## src/rtl/sd_cmd_engine.sv

```systemverilog
// SD-card SPI command engine: frames a command with CRC7,
// streams it to the byte controller and collects the R1/R3/R7 response.
module sd_cmd_engine #(
  parameter int NCR_MAX = 8
) (
  input  logic        CLOCK50,
  input  logic        RESET,
  input  logic        CMD_STB,
  input  logic [5:0]  CMD_IDX,
  input  logic [31:0] CMD_ARG,
  input  logic [2:0]  CMD_RLEN,
  output logic        CMD_ACK,
  output logic        BUSY,
  output logic        DONE,
  output logic        TIMEOUT,
  output logic [7:0]  R1,
  output logic [31:0] RESP_EXT,
  output logic        TX_STB,
  output logic [7:0]  TX_DATA,
  input  logic        TX_ACK,
  input  logic        RX_STB,
  input  logic [7:0]  RX_DATA,
  output logic        CS
);

  localparam logic [7:0] NcrMax = 8'(NCR_MAX);

  typedef enum logic [2:0] {
    S_IDLE, S_CRC, S_SEND, S_POLL, S_EXT, S_FIN
  } state_t;

  state_t      state_q, state_d;
  logic [5:0]  idx_q, idx_d;
  logic [31:0] arg_q, arg_d;
  logic [2:0]  rlen_q, rlen_d;
  logic [6:0]  crc_q, crc_d;
  logic [5:0]  bit_q, bit_d;
  logic [2:0]  byte_q, byte_d;
  logic [7:0]  poll_q, poll_d;
  logic [2:0]  ext_q, ext_d;
  logic        stb_q, stb_d;
  logic [7:0]  data_q, data_d;
  logic        pend_q, pend_d;
  logic        cs_q, cs_d;
  logic        ack_q, ack_d;
  logic        done_q, done_d;
  logic        to_q, to_d;
  logic [7:0]  r1_q, r1_d;
  logic [31:0] resp_q, resp_d;

  logic [39:0] frame;
  logic        crc_fb;
  logic [6:0]  crc_nxt;
  logic        rx_ok;
  logic        issue;
  logic [7:0]  issue_data;
  logic [7:0]  send_nxt;

  assign frame   = {2'b01, idx_q, arg_q};
  assign crc_fb  = frame[6'd39 - bit_q] ^ crc_q[6];
  assign crc_nxt = {crc_q[5:0], 1'b0} ^ {3'b000, crc_fb, 2'b00, crc_fb};

  // An RX byte only counts while one of our bytes is outstanding and
  // the controller has taken it (or takes it in this same cycle).
  assign rx_ok = RX_STB && pend_q && (!stb_q || TX_ACK);

  // Next SEND byte after the one currently indexed by byte_q.
  always_comb begin
    send_nxt = {crc_q, 1'b1};
    unique case (byte_q)
      3'd0:    send_nxt = arg_q[31:24];
      3'd1:    send_nxt = arg_q[23:16];
      3'd2:    send_nxt = arg_q[15:8];
      3'd3:    send_nxt = arg_q[7:0];
      default: send_nxt = {crc_q, 1'b1};
    endcase
  end

  // Next-state logic: command latch, CRC, lockstep byte sequencing.
  always_comb begin
    state_d    = state_q;
    idx_d      = idx_q;
    arg_d      = arg_q;
    rlen_d     = rlen_q;
    crc_d      = crc_q;
    bit_d      = bit_q;
    byte_d     = byte_q;
    poll_d     = poll_q;
    ext_d      = ext_q;
    stb_d      = stb_q;
    data_d     = data_q;
    pend_d     = pend_q;
    cs_d       = cs_q;
    ack_d      = 1'b0;
    done_d     = 1'b0;
    to_d       = to_q;
    r1_d       = r1_q;
    resp_d     = resp_q;
    issue      = 1'b0;
    issue_data = 8'hFF;

    if (stb_q && TX_ACK) stb_d = 1'b0;
    if (rx_ok) pend_d = 1'b0;

    unique case (state_q)
      S_IDLE: begin
        if (CMD_STB && !done_q) begin
          idx_d   = CMD_IDX;
          arg_d   = CMD_ARG;
          rlen_d  = (CMD_RLEN > 3'd4) ? 3'd4 : CMD_RLEN;
          crc_d   = 7'd0;
          bit_d   = 6'd0;
          r1_d    = 8'hFF;
          resp_d  = 32'd0;
          to_d    = 1'b0;
          ack_d   = 1'b1;
          state_d = S_CRC;
        end
      end
      S_CRC: begin
        crc_d = crc_nxt;
        bit_d = bit_q + 6'd1;
        if (bit_q == 6'd39) begin
          state_d    = S_SEND;
          byte_d     = 3'd0;
          cs_d       = 1'b0;
          issue      = 1'b1;
          issue_data = {2'b01, idx_q};
        end
      end
      S_SEND: begin
        if (rx_ok) begin
          issue = 1'b1;
          if (byte_q == 3'd5) begin
            state_d = S_POLL;
            poll_d  = 8'd1;
          end else begin
            byte_d     = byte_q + 3'd1;
            issue_data = send_nxt;
          end
        end
      end
      S_POLL: begin
        if (rx_ok) begin
          issue = 1'b1;
          if (!RX_DATA[7]) begin
            r1_d = RX_DATA;
            if (rlen_q != 3'd0) begin
              state_d = S_EXT;
              ext_d   = 3'd1;
            end else begin
              state_d = S_FIN;
              cs_d    = 1'b1;
            end
          end else if (poll_q == NcrMax) begin
            r1_d    = 8'hFF;
            to_d    = 1'b1;
            state_d = S_FIN;
            cs_d    = 1'b1;
          end else begin
            poll_d = poll_q + 8'd1;
          end
        end
      end
      S_EXT: begin
        if (rx_ok) begin
          issue  = 1'b1;
          resp_d = {resp_q[23:0], RX_DATA};
          if (ext_q == rlen_q) begin
            state_d = S_FIN;
            cs_d    = 1'b1;
          end else begin
            ext_d = ext_q + 3'd1;
          end
        end
      end
      S_FIN: begin
        if (rx_ok) begin
          done_d  = 1'b1;
          state_d = S_IDLE;
        end
      end
      default: state_d = S_IDLE;
    endcase

    if (issue) begin
      stb_d  = 1'b1;
      data_d = issue_data;
      pend_d = 1'b1;
    end
  end

  // State registers; reset abandons any in-flight byte.
  always_ff @(posedge CLOCK50 or posedge RESET) begin
    if (RESET) begin
      state_q <= S_IDLE;
      idx_q   <= 6'd0;
      arg_q   <= 32'd0;
      rlen_q  <= 3'd0;
      crc_q   <= 7'd0;
      bit_q   <= 6'd0;
      byte_q  <= 3'd0;
      poll_q  <= 8'd0;
      ext_q   <= 3'd0;
      stb_q   <= 1'b0;
      data_q  <= 8'hFF;
      pend_q  <= 1'b0;
      cs_q    <= 1'b1;
      ack_q   <= 1'b0;
      done_q  <= 1'b0;
      to_q    <= 1'b0;
      r1_q    <= 8'hFF;
      resp_q  <= 32'd0;
    end else begin
      state_q <= state_d;
      idx_q   <= idx_d;
      arg_q   <= arg_d;
      rlen_q  <= rlen_d;
      crc_q   <= crc_d;
      bit_q   <= bit_d;
      byte_q  <= byte_d;
      poll_q  <= poll_d;
      ext_q   <= ext_d;
      stb_q   <= stb_d;
      data_q  <= data_d;
      pend_q  <= pend_d;
      cs_q    <= cs_d;
      ack_q   <= ack_d;
      done_q  <= done_d;
      to_q    <= to_d;
      r1_q    <= r1_d;
      resp_q  <= resp_d;
    end
  end

  assign CMD_ACK  = ack_q;
  assign BUSY     = (state_q != S_IDLE) || done_q;
  assign DONE     = done_q;
  assign TIMEOUT  = to_q;
  assign R1       = r1_q;
  assign RESP_EXT = resp_q;
  assign TX_STB   = stb_q;
  assign TX_DATA  = data_q;
  assign CS       = cs_q;

endmodule

```

## config.mk

```make
export PLATFORM = sky130hd
export DESIGN_NAME = sd_cmd_engine
export DESIGN_NICKNAME = d
export VERILOG_FILES = /design/src/rtl/sd_cmd_engine.sv
export SDC_FILE = /design/constraint.sdc
export NUM_CORES = 1
export LEC_CHECK = 0
export CORE_ASPECT_RATIO = 0.8
export CORE_UTILIZATION = 54
export CTS_BUF_LIST = sky130_fd_sc_hd__clkbuf_8
export DETAILED_ROUTE_END_ITERATION = 6
export HOLD_SLACK_MARGIN = 0.12
export PLACE_DENSITY = 0.8
export SYNTH_ARGS = -nofsm -noshare
export SYNTH_HDL_FRONTEND = slang
export SYNTH_SLANG_ARGS = --single-unit
```

## constraint.sdc

```tcl
create_clock -name CLOCK50 -period 5 [get_ports CLOCK50]
set_input_delay 0.5 -clock CLOCK50 [delete_from_list [all_inputs] [get_ports CLOCK50]]
set_output_delay 0.5 -clock CLOCK50 [all_outputs]
set_load 0.01 [all_outputs]
```

# ---- Word level (Yosys, flattened, before mapping)
# Index checks and enable logic that the tools add are counted.
dict set report word_totals {
  reg_bits 125
  out_inout_bits 54
  mem_bits_ro 0
  memories 0
  inputBits 54
  ramBits 0
  latch_bits 0
  elab_cells 158
}
dict set report classes {
  mul 0
  magnitude_cmp 2
  n_div 0
  shift 0
  bitwise_logic 2
  n_eq_ne 29
  add_sub_neg 5
  muxes 70
  reduce_logical 32
}
# cell n
set op_table {}
lappend op_table {{8-bit 2-to-1 mux} 12}
lappend op_table {{32-bit 2-to-1 mux} 2}
lappend op_table {{32-bit case mux with 2 select lines} 1}
lappend op_table {{3-bit 2-to-1 mux} 19}
lappend op_table {{8-bit case mux with 2 select lines} 3}
lappend op_table {{8-bit case mux with 4 select lines} 1}
lappend op_table {{2-bit inequality test, second input constant} 15}
lappend op_table {{1-bit 2-to-1 mux} 21}
lappend op_table {{3-bit case mux with 6 select lines} 1}
lappend op_table {{2-bit nonzero test} 8}
lappend op_table {{7-bit case mux with 2 select lines} 1}
lappend op_table {{3-bit by 2-bit equality test with 1-bit output, second input constant} 4}
lappend op_table {{3-bit case mux with 2 select lines} 2}
lappend op_table {{6-bit case mux with 2 select lines} 1}
lappend op_table {{6-bit AND reduction} 2}
lappend op_table {{3-bit equality test, second input constant} 3}
lappend op_table {{9-bit AND reduction} 1}
lappend op_table {{3-bit nonzero test} 3}
lappend op_table {{8-bit by 1-bit adder with 8-bit output, second input constant} 1}
lappend op_table {{8-bit by 4-bit equality test with 1-bit output, second input constant} 1}
lappend op_table {{4-bit AND reduction} 2}
lappend op_table {{6-bit by 7-bit < comparator with 1-bit output, second input constant} 1}
lappend op_table {{7-bit 2-to-1 mux} 1}
lappend op_table {{7-bit AND reduction} 1}
lappend op_table {{22 further kinds} 33}

# ---- Longest topological paths before layout
# Gate-level depths: netlist (run 1).
dict set report depth {
  depth_word 6
  depth_mapped 9
  ltp_nobuf 8
}

# ---- Worst setup path before layout (run 1)
# Ideal clock, no wire load.
dict set report synth_timing {
  path_kind {reg-to-reg}
  start {register byte_q[0]}
  end {register data_q[1] (netlist: TX_DATA[1])}
  arrival_time_ns 1.916
  path_slack_ns 3.022
  synth_period_minus_slack_ns 1.978
  path_stages_with_launch 9
  t_required_ns 4.938
  n_path_buf 1
  cell_sequence {dfrtp_1 > inv_1 > ha_1 > clkbuf_1 > or3_1 > a21oi_1 > nand2_1 > a21oi_1 > o32a_1}
}
dict set report synth_via {
  elab_chain_len 5
  word_cells_on_any_way 9
  classes_between {eq/ne: 4; mux: 4; reduce/logical: 1}
}
# item line_no
set synth_rtl {}
lappend synth_rtl {{from (decl)} 38} ;# logic [2:0] byte_q, byte_d;
lappend synth_rtl {{from (signal assigned)} 221} ;# byte_q <= byte_d;
lappend synth_rtl {{3-bit by 2-bit equality test with 1-bit output (tied with other cells)} 70} ;# unique case (byte_q)
lappend synth_rtl {{8-bit case mux with 4 select lines} 70}
lappend synth_rtl {{8-bit 2-to-1 mux *} 134} ;# if (byte_q == 3'd5) begin
lappend synth_rtl {{8-bit 2-to-1 mux *} 132} ;# if (rx_ok) begin
lappend synth_rtl {{8-bit case mux with 2 select lines *} 105} ;# unique case (state_q)
lappend synth_rtl {{to (signal assigned)} 225} ;# data_q <= data_d;
lappend synth_rtl {{to (decl)} 42} ;# logic [7:0] data_q, data_d;
# Every way passes the cells marked *; elsewhere a longest branch is shown, timed or not.
# A chain may end at the register's enable or synchronous reset.

# ---- Final worst setup path (run 1)
dict set report layout_timing {
  start {register state_q[0]}
  end {register resp_q[2] (netlist: RESP_EXT[2])}
}
dict set report layout_via {
  elab_chain_len 3
  word_cells_on_any_way 7
  classes_between {eq/ne: 3; mux: 1; reduce/logical: 3}
}
# item line_no
set layout_rtl {}
lappend layout_rtl {{from (decl)} 32} ;# state_t state_q, state_d;
lappend layout_rtl {{from (signal assigned)} 215} ;# state_q <= state_d;
lappend layout_rtl {{3-bit equality test / 3-bit logical NOT (equally long branches)} 105}
lappend layout_rtl {{2-bit inequality test (no source line) / 2-bit nonzero test (equally long branches)} --}
lappend layout_rtl {{3-bit AND reduction (no source line)} --}
lappend layout_rtl {{to (signal assigned)} 232} ;# resp_q <= resp_d;
lappend layout_rtl {{to (decl)} 49} ;# logic [31:0] resp_q, resp_d;
# Parallel ways exist; a longest one is shown, timed or not.

==> metrics.md, run 1 <==
| Metric | Value |
|---|---|
| Post-route DRC violation count | `7` |
| Postcts setup bufs | `0` |
| Clk buf depth | `2` |
| Final TNS setup | `0 ns` |
| Count of state elements after synthesis | `125` |
| Cell count after synthesis | `602` |
| Top routing layer in use | `met4` |
| Core area | `10400 um^2` |
| Pin count of the biggest net entering global routing | `80` |
| Wl on met1 | `6.38 mm` |
| Clk sinks | `125` |
| Worst Hold Depth | `2` |
| Grt total ovfl | `0` |
| Worst R2R Path Depth | `6` |
| Max transition margin | `18.0%` |
| Outcome | `complete, but fails checks` |
| Flop2flop setup slack | `1.74 ns` |
| Reg clk slew, reported paths | `0.08 ns` |
| Total Power | `3.93 mW` |
| Setup violations, final | `0` |
| Layout area overhead | `25.2%` |
| Io pins | `108` |
| Hold Crit Class | `flop to flop` |
| Avg WL per Cell | `16.9 um` |
| Pre-CTS setup slack | `1.70 ns` |
| CP cell instances | `nor4_1 > nand2_1 > buf_4 > inv_2 > nor2_2 > a22o_1` |
| Max Cap Viol | `0` |
| Post-CTS sizing | `0` |
| Critical path's top delay family | `simple AND/OR/NAND/NOR gates` |
| Vias per inst | `5.69` |
| Final cell count without fillers | `848` |
| Initial drt markers | `489` |
| Met3 Routed Length | `1.15 mm` |
| RSZ-0062 raised after global routing | `false` |
| Pwr dens | `529 nW/um^2` |
| Post-route ant nets | `0` |
| Worst-Skew Late Latency | `0.43 ns` |
| Worst Clk Skew | `0.00943 ns` |
| H-tree Lvls | `4` |
| Dpl hpwl | `9.91 mm` |
| Hold Vio Cnt, Final | `0` |
| Tcrit/Tclk final | `65.2%` |
| Worst r2r dst | `RESP_EXT[2]` |
| DRT Wirelength | `14.3 mm` |
| Site Rows | `33` |
| CTS Hold Buffers Added | `0` |
| Max stage delay on crit path | `1.04 ns` |
| Min-Delay Endpoint | `R1[3]` |
| Share of layout cells above drive strength 1 | `9.75%` |
| Worst Path Max Fanout | `53` |
| Crit end category | `flop` |
| Peak supply drop | `0.000309 V` |
| CP arrival | `3.63 ns` |
| Syn nets | `667` |
| GP Congestion | `0.867` |
| First-pass detailed-route iteration total | `7` |
| Max-slew violations | `0` |
| Vias | `4825` |
| Total track usage | `27.0%` |
| Lkg Pwr | `3.38 nW` |
| # nets final | `761` |
| Mapped Area | `5930 um^2` |
| Post-synth EDFFs | `0` |
| Max Clock Freq | `307 MHz` |
| DP Cell Count | `817` |
| Cts bufs inserted | `17` |
| YS warnings | `0` |
| CTS tree | `done` |
| Vias in the first global route | `4793` |
| Hold path start | `R1[3]` |
| Mean Syn Cell Area | `9.85 um^2` |
| Die X | `119 um` |
| Antenna diodes | `0` |
| Worst path required time | `5.37 ns` |
| Starting Density | `56.8%` |
| Sequential area share after synthesis | `53.1%` |
| RR Startpoint | `state_q[0]` |
| First-pass GRT wire length | `23.7 mm` |
| Metal2 WL | `6.64 mm` |
| Synth Flop Type | `dfrtp_1` |
| Worst-Margin Slew | `1.23 ns` |
| Yosys cell types | `58` |
| Async SR Flop Fraction | `100%` |
| Fin crit period | `3.26 ns` |
| Port bufs | `107` |
| Die height | `95.7 um` |
| Clk Tree Root Cell | `clkbuf_8` |
| Die area | `11400 um^2` |
| WP buf/inv | `2` |
| Slowest CP cell | `nor2_2` |
| Startpoint Class | `flop` |
| Failing checks | `design-rule violations` |
| Final worst slack | `1.74 ns` |
| Initial antenna violation count | `0` |
| Kind of critical path | `flop to flop` |
| Filler Cells Inserted | `777` |
## power by group
part	total [mW]	switching [mW]	internal (mW)
Clock	0.815	0.411	0.403
Sequential	1.71	0.356	1.35
Combinational	1.41	0.769	0.641
## cells in the final DEF, fill, tap and decap left out, types with 4 or more instances in the layout
master	netlist	final
a211oi_1	8	8
a21oi_1	22	22
a222oi_1	7	7
a22o_1	32	32
and2_1	4	4
buf_4	1	4
clkbuf_8	0	18
clkdlybuf4s50_1	0	107
clkinv_4	0	4
clkinvlp_4	0	4
dfrtp_1	108	108
dfstp_2	17	17
ha_1	11	11
inv_1	20	19
mux4_1	4	4
mux4_2	5	5
nand2_1	158	158
nand2b_1	7	7
nand3_1	12	12
nand4_1	11	11
nor2_1	34	33
nor3_1	11	11
o21ai_0	16	16
o21ai_1	11	11
o32a_1	5	5
xnor2_1	7	7
xor2_1	8	8
## sequential cells by signal (all words and copies together), names as in the netlist
name and count:
CMD_ACK 1, CS 1, DONE 1, R1 8
RESP_EXT 32, TIMEOUT 1, TX_DATA 8, TX_STB 1
arg_q 32, bit_q 6, byte_q 3, crc_q 7
ext_q 3, idx_q 6, pend_q 1, poll_q 8
rlen_q 3, state_q 3
## final cells by class
cell class	instances	area [um^2]	share of cell area (%)
Timing Repair Buffer	111	1100	14.8
Clock inverter	13	119	1.60
Sequential cell	125	3150	42.4
Inverter	21	81.3	1.10
Multi-Input combinational cell	420	2550	34.4
Tap cell	140	175	2.36
Clock buffer	18	248	3.34
## Yosys cell counts (11+ instances only)
cell type	count	area (um^2)
nor3_1	11	55.1
ha_1	11	138
clkbuf_1	26	97.6
a21oi_1	22	110
o21ai_0	16	80.1
inv_1	20	75.1
dfstp_2	17	447
nor2_1	34	128
nand3_1	12	60.1
o21ai_1	11	55.1
nand4_1	11	68.8
dfrtp_1	108	2700
nand2_1	158	593
a22o_1	32	280
## tightest hold or removal path: stages (launching register included)
cell and delay [ns]:
dfstp_2 0.37, inv_1 0.04, a21oi_1 0.05
## through the flow
| step | utilization (%) | hold WS [ns] | instance area, um^2 |
|---|---|---|---|
| 3_5_place_dp | 67.6 | 0.453 | 7060 |
| 6_report | 71.1 | 0.467 | 7430 |
| 3_3_place_gp | 67.6 | 0.449 | 7060 |
| 2_1_floorplan | - | 0.451 | 5930 |
| 5_1_grt | 71.1 | 0.487 | 7430 |
| 4_1_cts | 71.1 | 0.471 | 7430 |
## worst max-delay path by stage
stage                     cells past startpoint  slack [ns]        from           end
final                                         6        1.74  state_q[0]   RESP_EXT[2]
after global routing                          6        1.46  state_q[0]   RESP_EXT[2]
after CTS                                     6        1.76  state_q[0]   RESP_EXT[2]
after detailed placement                      6        1.70     CMD_STB         R1[7]
after global placement                        6        1.81     CMD_STB  RESP_EXT[27]
after floorplan                               1        1.20       RESET       CMD_ACK
## kinds of logic (layout without fill, tap and decap cells)
kind of cell             Yosys count  after routing  synth area share (%)
buffers and inverters             57            163                  3.92
AND/OR/NAND/NOR                  258            258                  19.0
XOR/XNOR                          15             15                  2.21
flip-flops                       125            125                  53.1
adder cells (fa/ha/maj)           11             11                  2.32
AO/OA/AOI/OAI                    123            123                  15.1
multiplexers                      13             13                  4.37
## per-layer routing
metal	vias up	GRT usage, %
li1	2284	-
met1	2323	37.9
met2	200	41.3
met3	18	6.75
met4	0	9.18
met5	-	0
Note: power is estimated with default switching activity, not from simulation.
==> inputs of run 2 (changes only) <==
- CORE_UTILIZATION: 54 -> 49
- PLACE_DENSITY: 0.8 -> 0.76
- clock period: 5 -> 2.8 ns (I/O delays scaled with it)
==> run 2 against run 1 <==
The run still ends with design-rule violations left; hold slack lost 0.12 ns; cell count grew 1.9%; die area grew 10%; utilization shrank 6.4 points; sequential power grew 77%; total power grew 82%; sequential share of layout area shrank 0.59 points; count of clock-buffer cells in the layout is the same; clock skew grew 0.0041 ns; cell area grew 1.4%; clock power grew 87%; global-route usage shrank 2.6 points; critical endpoint is now TX_DATA[3]; largest cell class unchanged; highest routed layer unchanged.
==> metrics.md, run 2 (synthesis results as in run 1) <==
| Metric | Value |
|---|---|
| Hold Crit Class | `input pin to flop` |
| Hold Vio Cnt, Final | `0` |
| Layout area overhead | `27.0%` |
| Gr busiest metal | `met2` |
| DRT Wirelength | `14.8 mm` |
| GP Congestion | `0.858` |
| Post-CTS sizing | `0` |
| Pwr dens | `949 nW/um^2` |
| Postcts setup bufs | `0` |
| Met3 track demand over resource | `5.44%` |
| Clk sinks | `125` |
| Die area | `12600 um^2` |
| Final TNS setup | `0 ns` |
| Pin count of the biggest net entering global routing | `53` |
| CP arrival | `2.82 ns` |
| # nets final | `768` |
| Dpl cell area | `7150 um^2` |
| Startpoint Class | `flop` |
| Cts bufs inserted | `17` |
| Reg clk slew, reported paths | `0.08 ns` |
| Hold_ws | `0.352 ns` |
| Starting Density | `50.9%` |
| Worst path required time | `3.19 ns` |
| Site Rows | `35` |
| Most common cell after layout, fill and taps aside | `nand2_1` |
| Kind of critical path | `flop to flop` |
| Total track usage | `24.4%` |
| Peak supply drop | `0.000497 V` |
| First-pass GRT wire length | `23.8 mm` |
| Clk Tree Root Cell | `clkbuf_8` |
| Post-route ant nets | `0` |
| Setup violations, final | `0` |
| Vias in the first global route | `4744` |
| Fin crit period | `2.43 ns` |
| Lkg Pwr | `3.43 nW` |
| CP cell instances | `inv_1 > ha_1 > or3_1 > a21oi_1 > nand2_1 > a21oi_1 > o32a_1` |
| Outcome | `complete, but fails checks` |
| WP buf/inv | `1` |
| Worst-Skew Late Latency | `0.44 ns` |
| Port bufs | `107` |
| CTS Hold Buffers Added | `0` |
| CTS tree | `done` |
| CP dominant cell by count | `a21oi_1` |
| Failing checks | `design-rule violations` |
| Met2 Use GR | `36.7%` |
| Vias | `4972` |
| Max stage delay on crit path | `0.62 ns` |
| Die X | `125 um` |
| Worst Clk Skew | `0.0135 ns` |
| Worst-Margin Slew | `1.26 ns` |
| Max-slew violations | `0` |
| Share of layout cells above drive strength 1 | `10.8%` |
| Grt total ovfl | `0` |
| Clk buf depth | `2` |
| H-tree Lvls | `4` |
| Filler Cells Inserted | `944` |
| Avg WL per Cell | `17.1 um` |
| Max Clock Freq | `412 MHz` |
| Met1 Use GR | `34.7%` |
| Core area | `11600 um^2` |
| Initial drt markers | `407` |
| Critical path's top delay family | `compound AO/OA/AOI/OAI gates` |
| Crit end category | `flop` |
| Vias per inst | `5.75` |
| RSZ-0062 raised after global routing | `false` |
| Antenna diodes | `0` |
| Slowest CP cell | `a21oi_1` |
| Worst Path Max Fanout | `9` |
| Post-route DRC violation count | `9` |
| Finished Core Util | `64.7%` |
| First-pass detailed-route iteration total | `7` |
| Max transition margin | `15.8%` |
| Initial antenna violation count | `0` |
| Io pins | `108` |
| Dpl hpwl | `10.5 mm` |
| Tcrit/Tclk final | `86.7%` |
| Total Power | `7.15 mW` |
| Final Cell Area | `7530 um^2` |
| Die height | `100 um` |
| Most frequent cells in the layout | `nand2_1, dfrtp_1, clkdlybuf4s50_1` |
| Max Cap Viol | `0` |
-- run 2: cell count changes in the layout (fill, tap and decap cells not counted), sizes merged --
cell | before | now
clkinv | 7 | 5
inv | 22 | 25
buf | 4 | 11
-- run 2: routing by layer --
layer | up-vias | routed length, um | share of wire [%]
met5 | - | 0 | 0
met4 | 0 | 191 | 1.3
met3 | 21 | 1130 | 7.7
met2 | 225 | 6700 | 45
met1 | 2424 | 6740 | 46
li1 | 2302 | - | -
-- run 2: metrics by stage --
step / setup WS, ns / std cells
detailed placement: 0.335 / 832
finish: 0.373 / 864
global placement: 0.428 / 832
global route: 0.187 / 864
floorplan: 0.822 / 602
CTS: 0.406 / 864
-- run 2: power breakdown --
part	switching [mW]	internal [mW]
registers	0.617	2.41
logic	1.41	1.19
clock network	0.781	0.741
-- run 2: final timing paths --
check	startpoint	endpoint	slack, ns	cells past startpoint
min in group asynchronous	RESET	poll_q[7]	0.39	2
worst max-delay path	byte_q[0]	TX_DATA[3]	0.37	7
worst min register to register	R1[0]	R1[0]	0.46	2
max in group asynchronous	RESET	TX_DATA[5]	1.65	3
worst min-delay path	CMD_ARG[18]	arg_q[18]	0.35	3
worst max register to register	byte_q[0]	TX_DATA[3]	0.37	7
-- run 2: layout make-up --
cell class,count,area [um^2],share of cell area (%)
sequential,125,3150,41.8
multi-input combinational,420,2550,33.9
timing repair buffer,118,1180,15.7
tap,148,185,2.46
inverter,21,82.6,1.10
clock inverter,14,135,1.79
clock buffer,18,248,3.29
-- run 2: worst register-to-register path, cell delays in order (launching register included) --
cell and delay, ns:
dfrtp_1 0.42, inv_1 0.11, ha_1 0.33, or3_1 0.41
a21oi_1 0.62, nand2_1 0.15, a21oi_1 0.18, o32a_1 0.18
